## src/rtl/dmem_port_arbiter_if.sv

```systemverilog
// Requester-side bus of the data-SRAM arbiter: pipeline port plus aux req/gnt port.
// The master modport is the requester view; the slave modport is the arbiter view.
interface dmem_port_arbiter_if;
    localparam int unsigned DW  = 64;
    localparam int unsigned BEW = 8;

    logic           pipe_en;
    logic [DW-1:0]  pipe_addr;
    logic [BEW-1:0] pipe_wea;
    logic [DW-1:0]  pipe_din;
    logic           pipe_ready;
    logic [DW-1:0]  pipe_rdata;

    logic           aux_req;
    logic [DW-1:0]  aux_addr;
    logic [BEW-1:0] aux_wea;
    logic [DW-1:0]  aux_din;
    logic           aux_gnt;
    logic           aux_rvalid;
    logic [DW-1:0]  aux_rdata;

    modport master (
        output pipe_en, pipe_addr, pipe_wea, pipe_din,
        input  pipe_ready, pipe_rdata,
        output aux_req, aux_addr, aux_wea, aux_din,
        input  aux_gnt, aux_rvalid, aux_rdata
    );

    modport slave (
        input  pipe_en, pipe_addr, pipe_wea, pipe_din,
        output pipe_ready, pipe_rdata,
        input  aux_req, aux_addr, aux_wea, aux_din,
        output aux_gnt, aux_rvalid, aux_rdata
    );
endinterface

```

## src/rtl/dmem_port_arbiter.sv

```systemverilog
// Shares one single-port 64-bit data SRAM between the pipeline (default priority)
// and an aux requester, with a starvation counter guaranteeing aux progress.
module dmem_port_arbiter #(
    parameter int unsigned STARVE_LIMIT = 8,
    parameter int unsigned CNT_W        = 8
) (
    input  logic                i_clk,
    input  logic                i_rst,
    dmem_port_arbiter_if.slave  bus,
    output logic [63:0]         o_sram_addra,
    output logic [63:0]         o_sram_dina,
    output logic                o_sram_ena,
    output logic [7:0]          o_sram_wea,
    input  logic [63:0]         i_sram_douta
);
    localparam int unsigned DW  = 64;
    localparam int unsigned BEW = 8;

    typedef enum logic [1:0] {
        OWN_NONE = 2'd0,
        OWN_PIPE = 2'd1,
        OWN_AUX  = 2'd2
    } owner_e;

    logic [CNT_W-1:0] r_starve_cnt;
    logic [CNT_W-1:0] w_starve_cnt_nxt;
    owner_e           r_rd_owner;
    owner_e           w_rd_owner_nxt;
    logic [DW-1:0]    r_pipe_rdata_q;
    logic             w_starve;
    logic             w_aux_gnt;
    logic             w_pipe_ready;

    assign w_starve = (r_starve_cnt >= CNT_W'(STARVE_LIMIT));

    // Grant, SRAM mux, starvation counter and read-owner next state.
    always_comb begin
        w_aux_gnt        = bus.aux_req & (~bus.pipe_en | w_starve);
        w_pipe_ready     = ~(bus.pipe_en & w_aux_gnt);
        o_sram_addra     = bus.pipe_addr;
        o_sram_dina      = bus.pipe_din;
        o_sram_wea       = BEW'(0);
        o_sram_ena       = bus.pipe_en | w_aux_gnt;
        w_starve_cnt_nxt = r_starve_cnt;
        w_rd_owner_nxt   = OWN_NONE;

        if (w_aux_gnt) begin
            o_sram_addra = bus.aux_addr;
            o_sram_dina  = bus.aux_din;
            o_sram_wea   = bus.aux_wea;
        end else if (bus.pipe_en) begin
            o_sram_wea   = bus.pipe_wea;
        end

        if (!bus.aux_req || w_aux_gnt) begin
            w_starve_cnt_nxt = CNT_W'(0);
        end else if (r_starve_cnt != {CNT_W{1'b1}}) begin
            w_starve_cnt_nxt = r_starve_cnt + CNT_W'(1);
        end

        if (w_aux_gnt && (bus.aux_wea == BEW'(0))) begin
            w_rd_owner_nxt = OWN_AUX;
        end else if (bus.pipe_en && w_pipe_ready && (bus.pipe_wea == BEW'(0))) begin
            w_rd_owner_nxt = OWN_PIPE;
        end
    end

    // State registers; the pipeline's last read word is kept across aux use of the SRAM.
    always_ff @(posedge i_clk) begin
        if (i_rst) begin
            r_starve_cnt   <= CNT_W'(0);
            r_rd_owner     <= OWN_NONE;
            r_pipe_rdata_q <= DW'(0);
        end else begin
            r_starve_cnt <= w_starve_cnt_nxt;
            r_rd_owner   <= w_rd_owner_nxt;
            if (r_rd_owner == OWN_PIPE) begin
                r_pipe_rdata_q <= i_sram_douta;
            end
        end
    end

    assign bus.aux_gnt    = w_aux_gnt;
    assign bus.pipe_ready = w_pipe_ready;
    assign bus.aux_rvalid = (r_rd_owner == OWN_AUX);
    assign bus.aux_rdata  = i_sram_douta;
    assign bus.pipe_rdata = (r_rd_owner == OWN_PIPE) ? i_sram_douta : r_pipe_rdata_q;
endmodule

```

## src/flat_wrapper.sv

```systemverilog
// flat-port wrapper written by rule: the top's interface ports become plain ports
module dmem_port_arbiter_flat 
#(
    parameter int unsigned STARVE_LIMIT = 8,
    parameter int unsigned CNT_W        = 8
)
  (i_clk, i_rst, o_sram_addra, o_sram_dina, o_sram_ena, o_sram_wea, i_sram_douta, bus_pipe_en, bus_pipe_addr, bus_pipe_wea, bus_pipe_din, bus_pipe_ready, bus_pipe_rdata, bus_aux_req, bus_aux_addr, bus_aux_wea, bus_aux_din, bus_aux_gnt, bus_aux_rvalid, bus_aux_rdata);
  dmem_port_arbiter_if bus_i ();
  input  logic i_clk;
  input  logic i_rst;
  output logic [63:0] o_sram_addra;
  output logic [63:0] o_sram_dina;
  output logic o_sram_ena;
  output logic [7:0] o_sram_wea;
  input  logic [63:0] i_sram_douta;
  input wire logic [$bits(bus_i.pipe_en)-1:0] bus_pipe_en;
  input wire logic [$bits(bus_i.pipe_addr)-1:0] bus_pipe_addr;
  input wire logic [$bits(bus_i.pipe_wea)-1:0] bus_pipe_wea;
  input wire logic [$bits(bus_i.pipe_din)-1:0] bus_pipe_din;
  output wire logic [$bits(bus_i.pipe_ready)-1:0] bus_pipe_ready;
  output wire logic [$bits(bus_i.pipe_rdata)-1:0] bus_pipe_rdata;
  input wire logic [$bits(bus_i.aux_req)-1:0] bus_aux_req;
  input wire logic [$bits(bus_i.aux_addr)-1:0] bus_aux_addr;
  input wire logic [$bits(bus_i.aux_wea)-1:0] bus_aux_wea;
  input wire logic [$bits(bus_i.aux_din)-1:0] bus_aux_din;
  output wire logic [$bits(bus_i.aux_gnt)-1:0] bus_aux_gnt;
  output wire logic [$bits(bus_i.aux_rvalid)-1:0] bus_aux_rvalid;
  output wire logic [$bits(bus_i.aux_rdata)-1:0] bus_aux_rdata;
  assign bus_i.pipe_en = bus_pipe_en;
  assign bus_i.pipe_addr = bus_pipe_addr;
  assign bus_i.pipe_wea = bus_pipe_wea;
  assign bus_i.pipe_din = bus_pipe_din;
  assign bus_pipe_ready = bus_i.pipe_ready;
  assign bus_pipe_rdata = bus_i.pipe_rdata;
  assign bus_i.aux_req = bus_aux_req;
  assign bus_i.aux_addr = bus_aux_addr;
  assign bus_i.aux_wea = bus_aux_wea;
  assign bus_i.aux_din = bus_aux_din;
  assign bus_aux_gnt = bus_i.aux_gnt;
  assign bus_aux_rvalid = bus_i.aux_rvalid;
  assign bus_aux_rdata = bus_i.aux_rdata;
  dmem_port_arbiter #(.STARVE_LIMIT(STARVE_LIMIT), .CNT_W(CNT_W)) u_core (.i_clk(i_clk), .i_rst(i_rst), .bus(bus_i), .o_sram_addra(o_sram_addra), .o_sram_dina(o_sram_dina), .o_sram_ena(o_sram_ena), .o_sram_wea(o_sram_wea), .i_sram_douta(i_sram_douta));
endmodule
```

## config.mk

```make
export PLATFORM = sky130hd
export DESIGN_NAME = dmem_port_arbiter_flat
export DESIGN_NICKNAME = d
export VERILOG_FILES = /design/src/rtl/dmem_port_arbiter_if.sv /design/src/rtl/dmem_port_arbiter.sv /design/src/flat_wrapper.sv
export SDC_FILE = /design/constraint.sdc
export NUM_CORES = 1
export LEC_CHECK = 0
export ABC_AREA = 1
export BUFFER_PORTS_ARGS = -buffer_cell sky130_fd_sc_hd__buf_2
export CAP_MARGIN = 30
export CELL_PAD_IN_SITES_DETAIL_PLACEMENT = 1
export CELL_PAD_IN_SITES_GLOBAL_PLACEMENT = 2
export CORE_AREA = 2 2 234 236
export CTS_CLUSTER_DIAMETER = 80
export DETAILED_ROUTE_END_ITERATION = 16
export DIE_AREA = 0 0 236 238
export PLACE_DENSITY_LB_ADDON = 0.15
export SLEW_MARGIN = 20
export SYNTH_ARGS = -nofsm -noshare
export SYNTH_HDL_FRONTEND = slang
export SYNTH_SLANG_ARGS = --single-unit
```

## constraint.sdc

```tcl
create_clock -name i_clk -period 1.8 [get_ports i_clk]
set_input_delay 0.18 -clock i_clk [delete_from_list [all_inputs] [get_ports i_clk]]
set_output_delay 0.18 -clock i_clk [all_outputs]
set_load 0.02 [all_outputs]
```

### Yosys cells after proc, flatten, opt, wreduce, memory -nomap -nowiden

Cells that the tools add are included.

| operators by class | value |
|---|---|
| add/sub/neg operators | 1 |
| magnitude comparators | 1 |
| eq/ne operators | 3 |
| muxes and demuxes | 7 |
| bitwise logic cells | 6 |
| reductions and logical operators | 9 |

Operator list:

| kind | count |
|---|---|
| two-way mux 64 bit | 3 |
| zero test 8 bit | 2 |
| two-way mux 8 bit | 2 |
| adder 8 x 1 -> 8 bit, second input constant | 1 |
| greater-or-equal comparator 8 x 4 -> 1 bit, second input constant | 1 |
| != test 8 bit, second input constant | 1 |
| OR reduction 2 bit | 2 |
| logical AND 1 bit | 3 |
| bitwise AND 1 bit | 2 |
| equality test 2 x 1 -> 1 bit, second input constant | 1 |
| equality test 2 bit, second input constant | 1 |
| two-way mux 2 bit | 1 |
| NOT 1 bit | 2 |
| bitwise OR 1 bit | 2 |
| zero test 1 bit | 1 |
| logical OR 1 bit | 1 |
| two-way mux 1 bit | 1 |

| storage, ports and cells | value |
|---|---|
| bits in registers | 74 |
| input bits | 340 |

### Logic depth before layout (Yosys ltp)

| depth | value |
|---|---|
| depth in word-level cells | 9 |
| mapped depth | 8 |
| depth with buffers taken out | 6 |

### Worst setup path after synthesis

Ideal clock, no wire load.

| path | value |
|---|---|
| path kind | register to output |
| start point | register u_core.r_starve_cnt[3] |
| end point | output o_sram_addra[24] |
| arrival time | 1156 ps |
| path slack | 464 ps |
| cell stages (with the launch flop) | 8 |
| path buffers | 2 |
| cells stage by stage | dfxtp_1 -> nor2_2 -> nand3_2 -> nand2_2 -> buf_4 -> buf_2 -> nand2_1 -> nand2_1 |

| on the way | value |
|---|---|
| word-level cells in the longest chain between the ends | 4 |

Ends and longest elaborated chain:

| item | RTL line | text |
|---|---|---|
| start: declaration | dmem_port_arbiter.sv:25 | `logic [CNT_W-1:0] r_starve_cnt;` |
| start signal: assignment | dmem_port_arbiter.sv:75 | `r_starve_cnt <= w_starve_cnt_nxt;` |
| greater-or-equal comparator 8 x 4 -> 1 bit | dmem_port_arbiter.sv:34 | `assign w_starve = (r_starve_cnt >= CNT_W'(STARVE_LIMIT));` |
| bitwise OR 1 bit | dmem_port_arbiter.sv:38 | `w_aux_gnt = bus.aux_req & (~bus.pipe_en \| w_starve);` |
| bitwise AND 1 bit | dmem_port_arbiter.sv:38 |  |
| two-way mux 64 bit | dmem_port_arbiter.sv:47 | `if (w_aux_gnt) begin` |
| end: declaration | flat_wrapper.sv:11 | `output logic [63:0] o_sram_addra;` |

Every way passes these cells.

### Worst setup path in the final report

| path | value |
|---|---|
| start point | register u_core.r_starve_cnt[4] |
| end point | output o_sram_dina[21] |

| on the way | value |
|---|---|
| word-level cells in the longest chain between the ends | 4 |

Ends and longest elaborated chain:

| item | RTL line | text |
|---|---|---|
| greater-or-equal comparator 8 x 4 -> 1 bit | dmem_port_arbiter.sv:34 |  |
| bitwise OR 1 bit | dmem_port_arbiter.sv:38 |  |
| bitwise AND 1 bit | dmem_port_arbiter.sv:38 |  |
| two-way mux 64 bit | dmem_port_arbiter.sv:47 |  |
| end: declaration | flat_wrapper.sv:12 | `output logic [63:0] o_sram_dina;` |

Every way passes these cells.

==> impl_metrics.env <==
export IMPL_die_area_mm2=0.0562
export IMPL_hold_violations=0
export IMPL_drt_iter0_markers=205
export IMPL_drive_gt1_frac=0.541
export IMPL_dp_slack_ps=146
export IMPL_finalSetupViolations=87
export IMPL_synth_area_mm2=0.00561
export IMPL_firstDrtPassIters=4
export IMPL_rows=85
export IMPL_htreeDepth=3
export IMPL_vias=8366
export IMPL_drcViolationCount=0
export IMPL_synth_seq_cells=74
export IMPL_area_growth_pct=107
export IMPL_yosys_top_cells_count="nand2_1, inv_1, nand3_1"
export IMPL_track_usage=0.131
export IMPL_via_per_inst=3.68
export IMPL_syn_area_per_cell_um2=5.53
export IMPL_syn_inst=1014
export IMPL_numCtsBuffers=9
export IMPL_synth_most_common_cell="nand2_1"
export IMPL_final_area_mm2=0.0116
export IMPL_die_y_um=238
export IMPL_synth_top_area_share=0.264
export IMPL_cts_hold_fix_buffers=0
export IMPL_grt_setup_unrepaired="yes"
export IMPL_power_density_mw_per_mm2=498
export IMPL_critPathMaxFanout=6
export IMPL_cp_end_kind="primary output"
export IMPL_max_cap_viol_count=0
export IMPL_leakage_nw=6.96
export IMPL_yosys_warnings=0
export IMPL_async_flop_share=0
export IMPL_first_global_vias=8345
export IMPL_cts_tree="yes"
export IMPL_finalCriticalPeriod_ps=1870
export IMPL_clk_latency_ps=350
export IMPL_root_buffer="clkbuf_16"
export IMPL_synth_ff_type="dfxtp_1"
export IMPL_ir_drop_mv=0.297
export IMPL_required_ps=1620
export IMPL_fin_crit_sh=1.04
export IMPL_clock_skew_ps=6.00
export IMPL_start_util=0.105
export IMPL_status="finished with violations"
export IMPL_critical_path_class="flop to primary output"
export IMPL_yosysSeqAreaShare=0.264
export IMPL_routed_wirelength_um=41900
export IMPL_startpoint_type="flop"
export IMPL_cts_sinks=74
export IMPL_synth_area_leaders="dfxtp_1, nand2_1, nand3_1"
export IMPL_wl_per_cell_um=18.4
export IMPL_clock_fmax_mhz=534
export IMPL_cts_buffer_depth=2
export IMPL_maxSlewViolCount=0
export IMPL_grt_pass1_wl_um=55000
export IMPL_grt_max_degree=65
export IMPL_synth_area_leader_cell="dfxtp_1"
export IMPL_grt_overflow=0
export IMPL_die_w_um=236
export IMPL_synth_edf_count=0
export IMPL_dpl_hpwl_um=31600
export IMPL_synth_cell_types=21
export IMPL_min_path_type="input port to flop"
export IMPL_dpl_cell_area_mm2=0.00914
export IMPL_arrival_ps=1690
export IMPL_ant_nets=0
export IMPL_nFillCells=6677
export IMPL_setup_ws_ps=-74.0
export IMPL_clkTransAtPathRegs_ps=60
export IMPL_ios=608
export IMPL_nets=1907
export IMPL_routabilityCongestion=0.867
export IMPL_core_mm2=0.0535
export IMPL_violations="negative setup slack"
export IMPL_io_buffer_count=607
export IMPL_antenna_found_initial=8
timing repair:
item | CTS | global route
gates cloned | 5 | 19
endpoints found under the setup margin | 197 | 196
buffers inserted | 8 | 2
pin swaps | 2 | 28
resized for setup | 195 | 362
sequential cells by signal, summed over array words and instances, names as in the netlist:
signal / count
u_core.r_starve_cnt: 8
u_core.r_rd_owner: 2
u_core.r_pipe_rdata_q: 64
final timing paths:
kind | from | to | slack (ps) | cells past startpoint
worst min-delay path | bus_aux_wea[0] | u_core.r_rd_owner[1]$_SDFF_PP0_ | 90 | 3
worst min register to register | u_core.r_pipe_rdata_q[5]$_SDFF_PP0_ | u_core.r_pipe_rdata_q[5]$_SDFF_PP0_ | 530 | 4
worst max register to register | u_core.r_starve_cnt[4]$_SDFFE_PP0P_ | u_core.r_rd_owner[0]$_SDFF_PP0_ | 540 | 8
worst max-delay path | u_core.r_starve_cnt[4]$_SDFFE_PP0P_ | o_sram_dina[21] | -70 | 8
routing by layer:
| metal | global-route usage | vias to the layer above | part of all wire |
|---|---|---|---|
| met5 | 0 | - | 0.00064 |
| met4 | 0.0307 | 4 | 0.011 |
| met3 | 0.0420 | 27 | 0.066 |
| met2 | 0.239 | 304 | 0.52 |
| met1 | 0.148 | 3908 | 0.40 |
| li1 | - | 4123 | - |
per-stage QoR:
stage	std cells	total power [mW]	hold WS, ps	utilization	setup TNS (ps)
3_5_place_dp	2217	3.52	454	0.171	0
4_1_cts	2246	5.60	64.4	0.190	-7150
5_1_grt	2272	6.14	77.3	0.217	-14490
6_report	2273	5.79	86.4	0.217	-2120
2_1_floorplan	1017	2.64	337	-	0
3_3_place_gp	2217	3.53	454	0.171	0
cell type report:
type	instances	area (µm²)	area share
well taps	696	871	0.0749
multi-input cells	667	3490	0.300
clock buffers	12	246	0.0212
clock inverters	4	26.3	0.00226
flip-flops and latches	74	1490	0.128
repair buffers	665	4920	0.423
inverters	148	563	0.0484
diodes	7	17.5	0.00151
critical path: stages, from the launching register on:
cell,delay [ps]
dfxtp_2,340
nor2_4,120
nand3_4,120
nand2_8,140
clkbuf_16,180
clkbuf_16,170
nand2_2,50
nand2_2,90
buf_6,130
kinds of logic after synthesis:
family / Yosys count / synth area share
AND/OR/NAND/NOR: 593 / 0.433
AO/OA/AOI/OAI: 65 / 0.0580
buffers and inverters: 279 / 0.239
adder cells (fa/ha/maj): 2 / 0.00446
flip-flops: 74 / 0.264
other: 1 / 0.000669
cells in the final DEF, fill, tap and decap left out, drive strengths merged:
| cell | count |
|---|---|
| buf | 653 |
| nand3 | 140 |
| nand4 | 3 |
| or2 | 1 |
| a21oi | 1 |
| o21ai | 64 |
| nor3 | 1 |
| diode | 7 |
| clkinv | 2 |
| clkbuf | 24 |
| conb | 4 |
| dfxtp | 74 |
| clkinvlp | 1 |
| inv | 149 |
| nand2 | 361 |
| nor2 | 88 |
| ha | 2 |
| nand3b | 2 |
power by group:
group	leakage (nW)	internal [mW]	switching [mW]	total (mW)
Combinational	6.23	1.09	1.32	2.41
Sequential	0.599	1.64	0.00587	1.65
Clock	0.133	0.973	0.755	1.73
Note: power is estimated with default switching activity, not from simulation.
